**src/rtl/ula_fx_pkg.sv**
```systemverilog
// ---------------------------------------------------------------------------
// ula_fx_pkg
//   Shared constants for the ula_fx datapath and the blocks that feed it.
//   Holds the 5-bit op-code map understood by ula_fx and the default
//   datapath width. The arbiter only needs OP_NOP (idle op driven when no
//   requester is granted); the remaining codes are listed so that
//   requesters and benches can name operations instead of using numbers.
// ---------------------------------------------------------------------------
package ula_fx_pkg;

    // Default datapath width of ula_fx
    localparam int NUBITS_DEFAULT = 32;

    // Op-code field width
    localparam int OP_W = 5;

    // Integer / logic operations
    localparam logic [OP_W-1:0] OP_NOP   = 5'd0;
    localparam logic [OP_W-1:0] OP_MOV   = 5'd1;
    localparam logic [OP_W-1:0] OP_ADD   = 5'd2;
    localparam logic [OP_W-1:0] OP_SUB   = 5'd3;
    localparam logic [OP_W-1:0] OP_MUL   = 5'd4;
    localparam logic [OP_W-1:0] OP_AND   = 5'd5;
    localparam logic [OP_W-1:0] OP_OR    = 5'd6;
    localparam logic [OP_W-1:0] OP_XOR   = 5'd7;
    localparam logic [OP_W-1:0] OP_NOT   = 5'd8;
    localparam logic [OP_W-1:0] OP_SHL   = 5'd9;
    localparam logic [OP_W-1:0] OP_SHR   = 5'd10;
    localparam logic [OP_W-1:0] OP_SRA   = 5'd11;
    localparam logic [OP_W-1:0] OP_ROL   = 5'd12;
    localparam logic [OP_W-1:0] OP_ROR   = 5'd13;
    localparam logic [OP_W-1:0] OP_INC   = 5'd14;
    localparam logic [OP_W-1:0] OP_DEC   = 5'd15;
    localparam logic [OP_W-1:0] OP_NEG   = 5'd16;

    // Comparisons produce 1 or 0 in the result word
    localparam logic [OP_W-1:0] OP_EQU   = 5'd17;
    localparam logic [OP_W-1:0] OP_NEQ   = 5'd18;
    localparam logic [OP_W-1:0] OP_LES   = 5'd19;
    localparam logic [OP_W-1:0] OP_GRE   = 5'd20;
    localparam logic [OP_W-1:0] OP_LEQ   = 5'd21;
    localparam logic [OP_W-1:0] OP_GEQ   = 5'd22;
    localparam logic [OP_W-1:0] OP_ABS   = 5'd23;

    // Float/int conversions; decoded inside ula_fx, passed through untouched
    localparam logic [OP_W-1:0] OP_F2I   = 5'd24;
    localparam logic [OP_W-1:0] OP_I2F   = 5'd25;
    localparam logic [OP_W-1:0] OP_F2IU  = 5'd26;
    localparam logic [OP_W-1:0] OP_I2FU  = 5'd27;

    // Floating-point arithmetic
    localparam logic [OP_W-1:0] OP_FADD  = 5'd28;
    localparam logic [OP_W-1:0] OP_FMUL  = 5'd29;
    localparam logic [OP_W-1:0] OP_FNEGM = 5'd30;

endpackage

```
**src/rtl/ula_fx_arb_rr_pick.sv**
```systemverilog
// ---------------------------------------------------------------------------
// rr_pick
//   Combinational round-robin picker. Starting at the pointer and scanning
//   upward modulo NREQ, selects the first asserted bit of the valid vector.
//
//   Ports
//     i_valid     in   NREQ   candidate requests (already qualified by caller)
//     i_ptr       in   IDW    first position to consider
//     o_grantOh   out  NREQ   one-hot grant, zero when nothing is valid
//     o_grantIdx  out  IDW    encoded grant, zero when nothing is valid
//     o_any       out  1      at least one candidate was valid
// ---------------------------------------------------------------------------
module rr_pick
    import ula_fx_pkg::*;
#(
    parameter int NREQ = 2,
    parameter int IDW  = 1
) (
    input  logic [NREQ-1:0] i_valid,
    input  logic [IDW-1:0]  i_ptr,
    output logic [NREQ-1:0] o_grantOh,
    output logic [IDW-1:0]  o_grantIdx,
    output logic            o_any
);

    logic [IDW-1:0] w_idx;

    // Walk the NREQ positions in priority order ptr, ptr+1, ... wrapping
    // at NREQ; the first valid one wins and later hits are ignored.
    always_comb begin
        o_grantOh  = '0;
        o_grantIdx = '0;
        o_any      = 1'b0;
        w_idx      = '0;
        for (int k = 0; k < NREQ; k++) begin
            w_idx = IDW'((int'(i_ptr) + k) % NREQ);
            if (!o_any && i_valid[w_idx]) begin
                o_any             = 1'b1;
                o_grantOh[w_idx]  = 1'b1;
                o_grantIdx        = w_idx;
            end
        end
    end

endmodule

```
**src/rtl/ula_fx_arb.sv**
```systemverilog
// ---------------------------------------------------------------------------
// ula_fx_arb
//   Shares one combinational ula_fx datapath between NREQ requesters.
//   Round-robin grant, valid/ready handshakes on request and response side,
//   and a single registered result tagged with the owning requester id.
//
//   Ports
//     clk        in   1            clock, all state on rising edge
//     rst        in   1            synchronous active-high reset
//     req_valid  in   NREQ         requester i presents an operation
//     req_ready  out  NREQ         requester i accepted this cycle (one-hot/zero)
//     req_op     in   NREQ*5       op code of requester i at [5*i+:5]
//     req_in1    in   NREQ*NUBITS  operand 1 of requester i
//     req_in2    in   NREQ*NUBITS  operand 2 of requester i
//     alu_op     out  5            to ula_fx.op (NOP when idle)
//     alu_in1    out  NUBITS       to ula_fx.in1
//     alu_in2    out  NUBITS       to ula_fx.in2
//     alu_out    in   NUBITS       from ula_fx.out
//     alu_zero   in   1            from ula_fx.is_zero
//     rsp_valid  out  NREQ         result register owned by requester i
//     rsp_ready  in   NREQ         requester i takes the result
//     rsp_data   out  NUBITS       registered result
//     rsp_zero   out  1            registered is_zero flag
//     rsp_id     out  IDW          owner of the registered result
// ---------------------------------------------------------------------------
module ula_fx_arb
    import ula_fx_pkg::*;
#(
    parameter int NUBITS = NUBITS_DEFAULT,
    parameter int NREQ   = 2,
    parameter int IDW    = 1
) (
    input  logic                   clk,
    input  logic                   rst,
    input  logic [NREQ-1:0]        req_valid,
    output logic [NREQ-1:0]        req_ready,
    input  logic [NREQ*OP_W-1:0]   req_op,
    input  logic [NREQ*NUBITS-1:0] req_in1,
    input  logic [NREQ*NUBITS-1:0] req_in2,
    output logic [OP_W-1:0]        alu_op,
    output logic [NUBITS-1:0]      alu_in1,
    output logic [NUBITS-1:0]      alu_in2,
    input  logic [NUBITS-1:0]      alu_out,
    input  logic                   alu_zero,
    output logic [NREQ-1:0]        rsp_valid,
    input  logic [NREQ-1:0]        rsp_ready,
    output logic [NUBITS-1:0]      rsp_data,
    output logic                   rsp_zero,
    output logic [IDW-1:0]         rsp_id
);

    logic [IDW-1:0]    r_ptr;
    logic [NREQ-1:0]   r_rspValid;
    logic [NUBITS-1:0] r_rspData;
    logic              r_rspZero;
    logic [IDW-1:0]    r_rspId;

    logic              w_drain;
    logic              w_canIssue;
    logic [NREQ-1:0]   w_candidates;
    logic [NREQ-1:0]   w_grantOh;
    logic [IDW-1:0]    w_grantIdx;
    logic              w_accept;
    logic [OP_W-1:0]   w_aluOp;
    logic [NUBITS-1:0] w_aluIn1;
    logic [NUBITS-1:0] w_aluIn2;

    // rsp_valid is one-hot on the owner, so masking it with rsp_ready keeps
    // only the owner's ready; a foreign ready cannot drain the register.
    assign w_drain = |(r_rspValid & rsp_ready);

    // The single result buffer can take a new op when empty or when it is
    // being emptied this very cycle. Reset blocks any ready pulse.
    assign w_canIssue   = !rst && ((r_rspValid == '0) || w_drain);
    assign w_candidates = req_valid & {NREQ{w_canIssue}};

    rr_pick #(
        .NREQ (NREQ),
        .IDW  (IDW)
    ) u_pick (
        .i_valid    (w_candidates),
        .i_ptr      (r_ptr),
        .o_grantOh  (w_grantOh),
        .o_grantIdx (w_grantIdx),
        .o_any      (w_accept)
    );

    assign req_ready = w_grantOh;

    // Route the granted requester's fields to the datapath; with no grant
    // the datapath sees a NOP with zero operands so it stays quiet.
    always_comb begin
        w_aluOp  = OP_NOP;
        w_aluIn1 = '0;
        w_aluIn2 = '0;
        for (int i = 0; i < NREQ; i++) begin
            if (w_grantOh[i]) begin
                w_aluOp  = req_op[OP_W*i +: OP_W];
                w_aluIn1 = req_in1[NUBITS*i +: NUBITS];
                w_aluIn2 = req_in2[NUBITS*i +: NUBITS];
            end
        end
    end

    assign alu_op  = w_aluOp;
    assign alu_in1 = w_aluIn1;
    assign alu_in2 = w_aluIn2;

    // Result register and round-robin pointer. An accept overwrites the
    // buffer (covering the same-cycle drain case); a drain alone only
    // clears valid so the last data/zero/id remain visible.
    always_ff @(posedge clk) begin
        if (rst) begin
            r_ptr      <= '0;
            r_rspValid <= '0;
            r_rspData  <= '0;
            r_rspZero  <= 1'b0;
            r_rspId    <= '0;
        end else if (w_accept) begin
            r_rspValid <= w_grantOh;
            r_rspData  <= alu_out;
            r_rspZero  <= alu_zero;
            r_rspId    <= w_grantIdx;
            if (w_grantIdx == IDW'(NREQ - 1)) begin
                r_ptr <= '0;
            end else begin
                r_ptr <= w_grantIdx + 1'b1;
            end
        end else if (w_drain) begin
            r_rspValid <= '0;
        end
    end

    assign rsp_valid = r_rspValid;
    assign rsp_data  = r_rspData;
    assign rsp_zero  = r_rspZero;
    assign rsp_id    = r_rspId;

endmodule

```
**config.mk**
```make
export PLATFORM = sky130hd
export DESIGN_NAME = ula_fx_arb
export DESIGN_NICKNAME = d
export VERILOG_FILES = /design/src/rtl/ula_fx_pkg.sv /design/src/rtl/ula_fx_arb_rr_pick.sv /design/src/rtl/ula_fx_arb.sv
export SDC_FILE = /design/constraint.sdc
export NUM_CORES = 1
export LEC_CHECK = 0
export ABC_CLOCK_PERIOD_IN_PS = 3750
export CORE_AREA = 8 8 105 107
export CTS_CLUSTER_SIZE = 40
export DETAILED_ROUTE_END_ITERATION = 7
export DIE_AREA = 0 0 113 115
export PLACE_DENSITY_LB_ADDON = 0.05
export SYNTH_ARGS = -nofsm -noshare
export SYNTH_HDL_FRONTEND = slang
export SYNTH_SLANG_ARGS = --single-unit
```
**constraint.sdc**
```tcl
create_clock -name clk -period 3.75 [get_ports clk]
set_input_delay 0.75 -clock clk [delete_from_list [all_inputs] [get_ports clk]]
set_output_delay 0.75 -clock clk [all_outputs]
set_load 0.005 [all_outputs]
```
-- Word-level counts from Yosys, hierarchy flattened
Cells that the tools add are included.
W data, S select, Z words.
- input bits: 177
- flip-flop bits (word level): 37
- logic and storage cells: 47
- mux-type cells: 23
- bitwise gates (word level): 3
- reductions and logical operators: 10
- add/subtract/negate cells: 2
- order comparisons: 4
- operator list (kind ; number):
    $mux W32 ; 4
    $mux W1 ; 11
    $mux W5 ; 2
    $mux W2 ; 4
    $and A2 B2 Y2 ; 2
    $logic_and A1 B1 Y1 ; 4
    $lt A1 B2 Y1 const B ; 2
    $add A1 B1 Y1 const B ; 2
    $demux W1 S1 ; 2
    $ge A1 B1 Y1 const B ; 2
    $logic_not A1 Y1 ; 2
    $logic_not A2 Y1 ; 1
    $or A2 B2 Y2 ; 1
    $reduce_bool A2 Y1 ; 1
    $reduce_or A2 Y1 ; 1
    $logic_or A1 B1 Y1 ; 1

-- Longest topological paths before layout
Gate-level depths: netlist of the first run.
- depth after elaboration: 13
- depth in mapped cells: 6
- mapped depth without buffers: 3

-- Modules after synthesis
Synthesis of the first run repeated with hierarchy kept, for this count alone.
- cells, all modules: 223
- area total of the unflattened synthesis: 2115.8 µm²
- by module, submodules not included (module ; cells an instance ; times used ; area each (µm²) ; sequential area each (µm²)):
    ula_fx_arb ; 218 ; 1 ; 2083.2 ; 740.7
    rr_pick ; 5 ; 1 ; 32.5 ; 0.0

-- Least setup slack after synthesis of the first run
No wires, ideal clock.
- kind: input to output
- start: input port req_valid[1]
- end: output port alu_in1[10]
- arrival time: 1674 ps
- setup slack: 1326 ps
- stages on the path: 6
- path through: buf_2 a21boi_0 buf_4 clkbuf_1 a32oi_1 nor2_1
- word-level cells in the longest chain between the ends: 9
- elaborated cells on any way between the ends: 13
- ends and longest elaborated chain (element ; RTL line ; text):
    start, declared ; ula_fx_arb.sv:35 ; input logic [NREQ-1:0] req_valid,
    $and A2 B2 Y2 (*) ; ula_fx_arb.sv:75 ; assign w_candidates = req_valid & {NREQ{w_canIssue}};
    $mux W1 (implied by the code) (2 in a row) ; ula_fx_arb_rr_pick.sv:37 ; if (!o_any && i_valid[w_idx]) begin
    $mux W1 ; ula_fx_arb_rr_pick.sv:37 ;
    $logic_not A1 Y1 ; ula_fx_arb_rr_pick.sv:37 ;
    $logic_and A1 B1 Y1 ; ula_fx_arb_rr_pick.sv:37 ;
    $mux W2 (*) ; ula_fx_arb_rr_pick.sv:37 ;
    $mux W32 ; ula_fx_arb.sv:97 ; if (w_grantOh[i]) begin
    $mux W32 (*) ; ula_fx_arb.sv:97 ;
    end, declared ; ula_fx_arb.sv:41 ; output logic [NUBITS-1:0] alu_in1,
Every way passes the cells marked *; elsewhere a longest branch is shown, timed or not. The select of a mux whose other input is x is not followed.

-- Worst setup path in the final report of the first run
- start: input port req_valid[0]
- end: output port alu_in1[15]
The elaborated chain is that of the path after synthesis.

==> results of run 1 <==
-- power by group through the flow --
stage	registers, mW	clock network [mW]	logic, mW
global route	0.459	0.370	0.738
global placement	0.461	0	0.684
detailed placement	0.464	0	0.689
finish	0.454	0.344	0.685
CTS	0.455	0.356	0.694
floorplan	0.464	0	0.270
-- cells by family after synthesis --
| family | Yosys count |
|---|---|
| AO/OA/AOI/OAI | 80 |
| AND/OR/NAND/NOR | 148 |
| buffers and inverters | 45 |
| flip-flops | 37 |
| multiplexers | 33 |
-- critical path, cell delays in order --
cell and delay [ns]:
clkdlybuf4s50_1 0.56, a21boi_4 0.23, buf_12 0.28, a32oi_1 0.13
nor2_1 0.14, clkdlybuf4s50_1 0.52
-- synth_stat cells (all sizes together) --
cell,number
buf,18
a211oi,1
a21boi,1
nand2b,68
nor2b,2
nor3,1
a31o,2
nand2,4
mux2i,33
a32oi,69
a221oi,1
nor2,72
dfxtp,37
inv,3
a31oi,3
or2,1
o32ai,1
a21oi,2
clkbuf,24
-- per-layer routing --
layer	global-route usage [%]	share of wire (%)	up-vias
met5	0	0	-
met4	4.44	1.4	0
met3	8.35	9.8	11
met2	38.0	53	173
met1	20.4	36	1699
li1	-	-	1760
-- stage by stage --
step,util (%),total power [mW],instances,cell area (µm²)
after floorplan,-,0.734,343,2750
after global placement,59.3,1.14,706,5610
after detailed placement,59.3,1.15,706,5610
after CTS,60.5,1.50,714,5720
after global routing,60.5,1.57,714,5720
final,60.5,1.48,714,5720
-- area by class of cell --
type,instances,area [µm²],share of cell area (%)
Clock inverter,2,38.8,0.678
Sequential cell,37,741,12.9
Inverter,3,11.3,0.197
Clock buffer,6,72.6,1.27
Timing Repair Buffer,291,2940,51.3
Tap cell,114,143,2.49
Multi-Input combinational cell,261,1780,31.1
-- state kept, by name (all words and copies together) (netlist names) --
register and cells:
rsp_data 32, rsp_zero 1, r_ptr 1, rsp_valid 2, rsp_id 1
-- how the worst min path moves through the flow --
stage	startpoint	cells past startpoint	end
3_3_place_gp	rsp_data[28]	2	rsp_data[28]
6_report	rsp_data[31]	2	rsp_data[31]
5_1_grt	rsp_data[4]	2	rsp_data[4]
2_1_floorplan	r_ptr	2	r_ptr
3_5_place_dp	rsp_data[11]	2	rsp_data[11]
4_1_cts	rsp_data[5]	2	rsp_data[5]
-- cell usage in the layout, fill, tap and decap left out, drive strengths merged --
cell type      instances
clkinv                 1
a32oi                 69
nor2b                  2
a211oi                 1
nand2b                68
mux2i                 33
inv                    3
buf                    9
nor2                  72
a31o                   2
or2                    1
nand2                  4
clkbuf                 6
dfxtp                 37
a21boi                 1
clkdlybuf4s50        282
a31oi                  3
bufinv                 1
o32ai                  1
a221oi                 1
a21oi                  2
nor3                   1
==> flow_metrics.env, run 1 <==
export IMPL_status="completed"
export IMPL_pwr_share_comb_pct=46.2
export IMPL_place_hpwl_um=11300
export IMPL_pin_count=284
export IMPL_cp_max_fo=72
export IMPL_vias_per_cell=5.10
export IMPL_synth_top_cell_by_area="dfxtp_1"
export IMPL_synth_simple_area_share_pct=26.8
export IMPL_synthAdderAreaFrac_pct=0
export IMPL_swShare_pct=28.5
export IMPL_synth_seq_area_share_pct=26.9
export IMPL_fmax_ghz=0.293
export IMPL_yosysWarnings=0
export IMPL_synth_top_family_by_area="simple AND/OR/NAND/NOR gates"
export IMPL_place_congestion=0.854
export IMPL_crit_type="input pin to output pin"
export IMPL_cts_sinks=37
export IMPL_place_ws_ns=0.342
export IMPL_htreeDepth=2
export IMPL_crit_path_start_kind="input pin"
export IMPL_fin_crit_ns=3.41
export IMPL_leakage_nw=2.10
export IMPL_grt_max_degree=74
export IMPL_maxSlewViolCount=0
export IMPL_synth_cell_type_count=24
export IMPL_synth_top_area_share_pct=26.9
export IMPL_die_h_um=115
export IMPL_r2r_setup_slack_ns=2.25
export IMPL_wl_per_cell_um=19.9
export IMPL_antenna_found_initial=0
export IMPL_syn_area_per_cell_um2=8.02
export IMPL_hold_buffers=0
export IMPL_hold_path_class="flop to flop"
export IMPL_p_switching_mw=0.423
export IMPL_crit_arrival_ns=2.66
export IMPL_ctsResizeCount=0
export IMPL_cp_required_ns=3.00
export IMPL_placementRows=36
export IMPL_ir_drop_uv=123
export IMPL_fin_nets=776
export IMPL_synthTopCellsByArea="dfxtp_1 (27%), a32oi_1 (22%), nand2b_1 (15%)"
export IMPL_initialDrtViolationCount=253
export IMPL_synthCells=343
export IMPL_clkLatencyLatePin_ns=0.29
export IMPL_synth_xor_area_share_pct=0
export IMPL_ant_nets=0
export IMPL_synth_area_mux_share_pct=12.0
export IMPL_grt_usage_pct=20.2
export IMPL_worst_slew_pin_slew_ns=0.474
export IMPL_maxCapViolations=0
export IMPL_grt_pass1_vias=3762
export IMPL_fin_ws_ns=0.341
export IMPL_fp_dieW_um=113
export IMPL_slew_limit_headroom_pct=68.4
export IMPL_syn_nets=520
export IMPL_hold_viol=0
export IMPL_cts_setup_buffers=0
export IMPL_pwr_share_seq_pct=30.6
export IMPL_clockBufferDepth=2
export IMPL_end_kind="output pin"
export IMPL_netlist_area_um2=2750
export IMPL_crit_start="req_valid[0]"
export IMPL_hold_ws_ns=0.473
export IMPL_grt_ovfl_total=0
export IMPL_crit_end="alu_in1[15]"
export IMPL_grt_pass1_wl_um=21100
export IMPL_rsz0062_at_grt="false"
export IMPL_die_area_um2=13000
export IMPL_port_buffers=283
export IMPL_path_clk_slew_ns=0.07
export IMPL_cts_tree="done"
export IMPL_p_int_mw=1.06
export IMPL_drc_errors=0
export IMPL_numCtsBuffers=5
export IMPL_nFillCells=840
export IMPL_vias=3643
export IMPL_antennaDiodeCount=0
export IMPL_rr_worst_depth=4
export IMPL_final_setup_viol_count=0
export IMPL_period_share_pct=90.9
export IMPL_start_util_pct=29.1
export IMPL_finClkSkew_ns=0.00738
export IMPL_area_growth_pct=108
export IMPL_tns_ns=0
export IMPL_cts_root_buf="clkbuf_8"
export IMPL_reg2reg_to="rsp_data[8]"
export IMPL_dr_pass1_iters=6
export IMPL_r2r_start="rsp_valid[0]"
export IMPL_p_per_area_nw_per_um2=259
export IMPL_power_frac_clock_pct=23.2
export IMPL_synth_seq_cells=37
export IMPL_core_um2=9460
export IMPL_synth_compound_area_share_pct=25.4
export IMPL_drive_gt1_share_pct=3.67
export IMPL_routed_wirelength_um=14200
Note: power is estimated with default switching activity, not from simulation.
==> run 2, diff against run 1 <==
--- a/config.mk
+++ b/config.mk
@@ -7,10 +7,12 @@
 export LEC_CHECK = 0
 export ABC_CLOCK_PERIOD_IN_PS = 3750
 export CORE_AREA = 8 8 105 107
-export CTS_CLUSTER_SIZE = 40
+export CTS_BUF_LIST = sky130_fd_sc_hd__clkbuf_8 sky130_fd_sc_hd__clkbuf_16
+export CTS_CLUSTER_SIZE = 20
 export DETAILED_ROUTE_END_ITERATION = 7
 export DIE_AREA = 0 0 113 115
 export PLACE_DENSITY_LB_ADDON = 0.05
+export REMOVE_ABC_BUFFERS = 1
 export SYNTH_ARGS = -nofsm -noshare
 export SYNTH_HDL_FRONTEND = slang
 export SYNTH_SLANG_ARGS = --single-unit
==> run 2 against run 1 <==
Effect of this change:
- flip-flop and latch count unchanged
- combinational power about the same
- via count increased by 0.85%
- fmax decreased by 4.1%
- utilization decreased by 0.29 points
- hold slack improved by 0.0025 ns
- clock power decreased by 18%
- routed wire length increased by 4.5%
- critical path depth unchanged
- count of clock-buffer cells in the layout decreased by 1
- sequential power about the same
- critical path type unchanged
==> flow_metrics.env, run 2 (synthesized netlist as in run 1, its figures left out) <==
export IMPL_crit_arrival_ns=2.81
export IMPL_cp_max_fo=58
export IMPL_hold_start="rsp_data[17]"
export IMPL_grt_pass1_wl_um=21900
export IMPL_hold_viol=0
export IMPL_leakage_nw=2.08
export IMPL_slowest_delay_ns=0.56
export IMPL_place_congestion=0.829
export IMPL_cts_tree="done"
export IMPL_largest_reg_flops=32
export IMPL_clkLatencyLatePin_ns=0.29
export IMPL_status="completed"
export IMPL_path_common_cell="clkdlybuf4s50_1"
export IMPL_multi_input_area_um2=1780
export IMPL_r2r_start="rsp_valid[0]"
export IMPL_end_kind="output pin"
export IMPL_hold_path_class="flop to flop"
export IMPL_rsz0062_at_grt="false"
export IMPL_nFillCells=833
export IMPL_vias_per_cell=5.13
export IMPL_period_share_pct=94.8
export IMPL_core_um2=9460
export IMPL_min_to="rsp_data[17]"
export IMPL_grt_usage_pct=21.5
export IMPL_final_cell_mix="clkdlybuf4s50_1 (282), nor2_1 (72), a32oi_1 (69)"
export IMPL_hold_buffers=0
export IMPL_port_buffers=283
export IMPL_die_area_um2=13000
export IMPL_fin_crit_ns=3.56
export IMPL_area_growth_pct=107
export IMPL_finClkSkew_ns=0.00874
export IMPL_crit_type="input pin to output pin"
export IMPL_reg2reg_to="rsp_data[8]"
export IMPL_fin_nets=777
export IMPL_vias=3674
export IMPL_worst_slew_pin_slew_ns=0.594
export IMPL_dr_pass1_iters=4
export IMPL_r2r_setup_slack_ns=2.10
export IMPL_ctsResizeCount=0
export IMPL_fmax_ghz=0.281
export IMPL_routed_wirelength_um=14800
export IMPL_pin_count=284
export IMPL_rr_worst_depth=4
export IMPL_maxCapViolations=0
export IMPL_grt_pass1_vias=3710
export IMPL_drive_gt1_share_pct=3.99
export IMPL_worst_path_max_delay_cell="clkdlybuf4s50_1"
export IMPL_ant_nets=0
export IMPL_cts_root_buf="clkbuf_8"
export IMPL_drc_errors=0
export IMPL_cts_setup_buffers=0
export IMPL_register_area_um2=741
export IMPL_wl_per_cell_um=20.7
export IMPL_slew_limit_headroom_pct=60.4
export IMPL_place_hpwl_um=11600
export IMPL_crit_path_start_kind="input pin"
export IMPL_critPathTopFamily="buffers and inverters"
export IMPL_crit_buf_inv=3
export IMPL_p_per_area_nw_per_um2=249
export IMPL_layout_commonest_cell="clkdlybuf4s50_1"
export IMPL_grt_ovfl_total=0
export IMPL_placementRows=36
export IMPL_cts_sinks=37
export IMPL_clockBufferDepth=2
export IMPL_htreeDepth=2
export IMPL_grt_max_degree=74
export IMPL_path_clk_slew_ns=0.07
export IMPL_dp_cells=707
export IMPL_stdcell_count=716
export IMPL_power_mw=1.42
export IMPL_start_util_pct=29.1
export IMPL_ir_drop_uv=168
export IMPL_numCtsBuffers=5
export IMPL_cp_required_ns=3.00
export IMPL_initialDrtViolationCount=262
export IMPL_fp_dieW_um=113
export IMPL_die_h_um=115
export IMPL_path_cells="clkdlybuf4s50_1 > nand2_1 > a31o_2 > buf_4 > nor2_1 > clkdlybuf4s50_1"
export IMPL_antenna_found_initial=1
export IMPL_maxSlewViolCount=0
export IMPL_final_setup_viol_count=0
export IMPL_min_path_cells=2
run 2: changes by cell type in the layout (fill, tap and decap cells not counted), sizes merged:
cell,before,now
buf,9,10
bufinv,1,0
clkbuf,6,5
clkinv,1,2
clkinvlp,0,1
diode,0,1
run 2: where the power goes:
group / switching (mW) / leakage (nW) / total, mW / internal (mW)
Sequential: 0.0213 / 0.306 / 0.453 / 0.432
Clock: 0.153 / 0.0439 / 0.281 / 0.128
Combinational: 0.258 / 1.73 / 0.685 / 0.427
Total: 0.433 / 2.08 / 1.42 / 0.987
run 2: layout make-up:
| type | instances | area share (%) |
|---|---|---|
| repair buffers | 292 | 51.5 |
| multi-input cells | 261 | 31.2 |
| flip-flops and latches | 37 | 13.0 |
| diodes | 1 | 0.0439 |
| clock buffers | 5 | 1.21 |
| inverters | 3 | 0.198 |
| well taps | 114 | 2.50 |
| clock inverters | 3 | 0.308 |
run 2: worst reg2reg max path, stage by stage, from the launching register on:
cell and delay [ns]:
dfxtp_1 0.35, or2_4 0.28, a31oi_4 0.17, buf_4 0.50, mux2i_1 0.28
run 2: worst max path at each step:
stage	from	slack, ns	cells past startpoint	to
after floorplan	req_valid[0]	-1.93	2	req_ready[0]
after global placement	rsp_ready[0]	0.24	6	alu_in1[23]
after detailed placement	rsp_ready[0]	0.19	6	alu_in1[29]
after CTS	rsp_ready[0]	0.19	6	alu_in1[29]
after global routing	rsp_ready[0]	0.07	6	alu_in1[29]
final	rsp_ready[0]	0.19	6	alu_in1[29]
run 2: metal layers:
metal  share of wire [%]  track usage, %  wire length [µm]  vias to the layer above
met4                 2.8            7.99               410                        0
li1                    -               -                 -                     1765
met3                 9.9            8.88              1460                       27
met2                  50            38.3              7340                      174
met5                   0               0                 0                        -
met1                  38            22.2              5610                     1708
run 2: through the flow:
stage | setup WS, ns | util [%] | instance area (µm²) | setup TNS (ns) | hold WS, ns
floorplan | -1.93 | - | 2520 | -127.45 | 0.444
global placement | 0.238 | 59.3 | 5610 | 0 | 0.458
detailed placement | 0.195 | 59.3 | 5610 | 0 | 0.460
CTS | 0.195 | 60.2 | 5690 | 0 | 0.479
global route | 0.0737 | 60.2 | 5700 | 0 | 0.491
finish | 0.195 | 60.2 | 5700 | 0 | 0.475
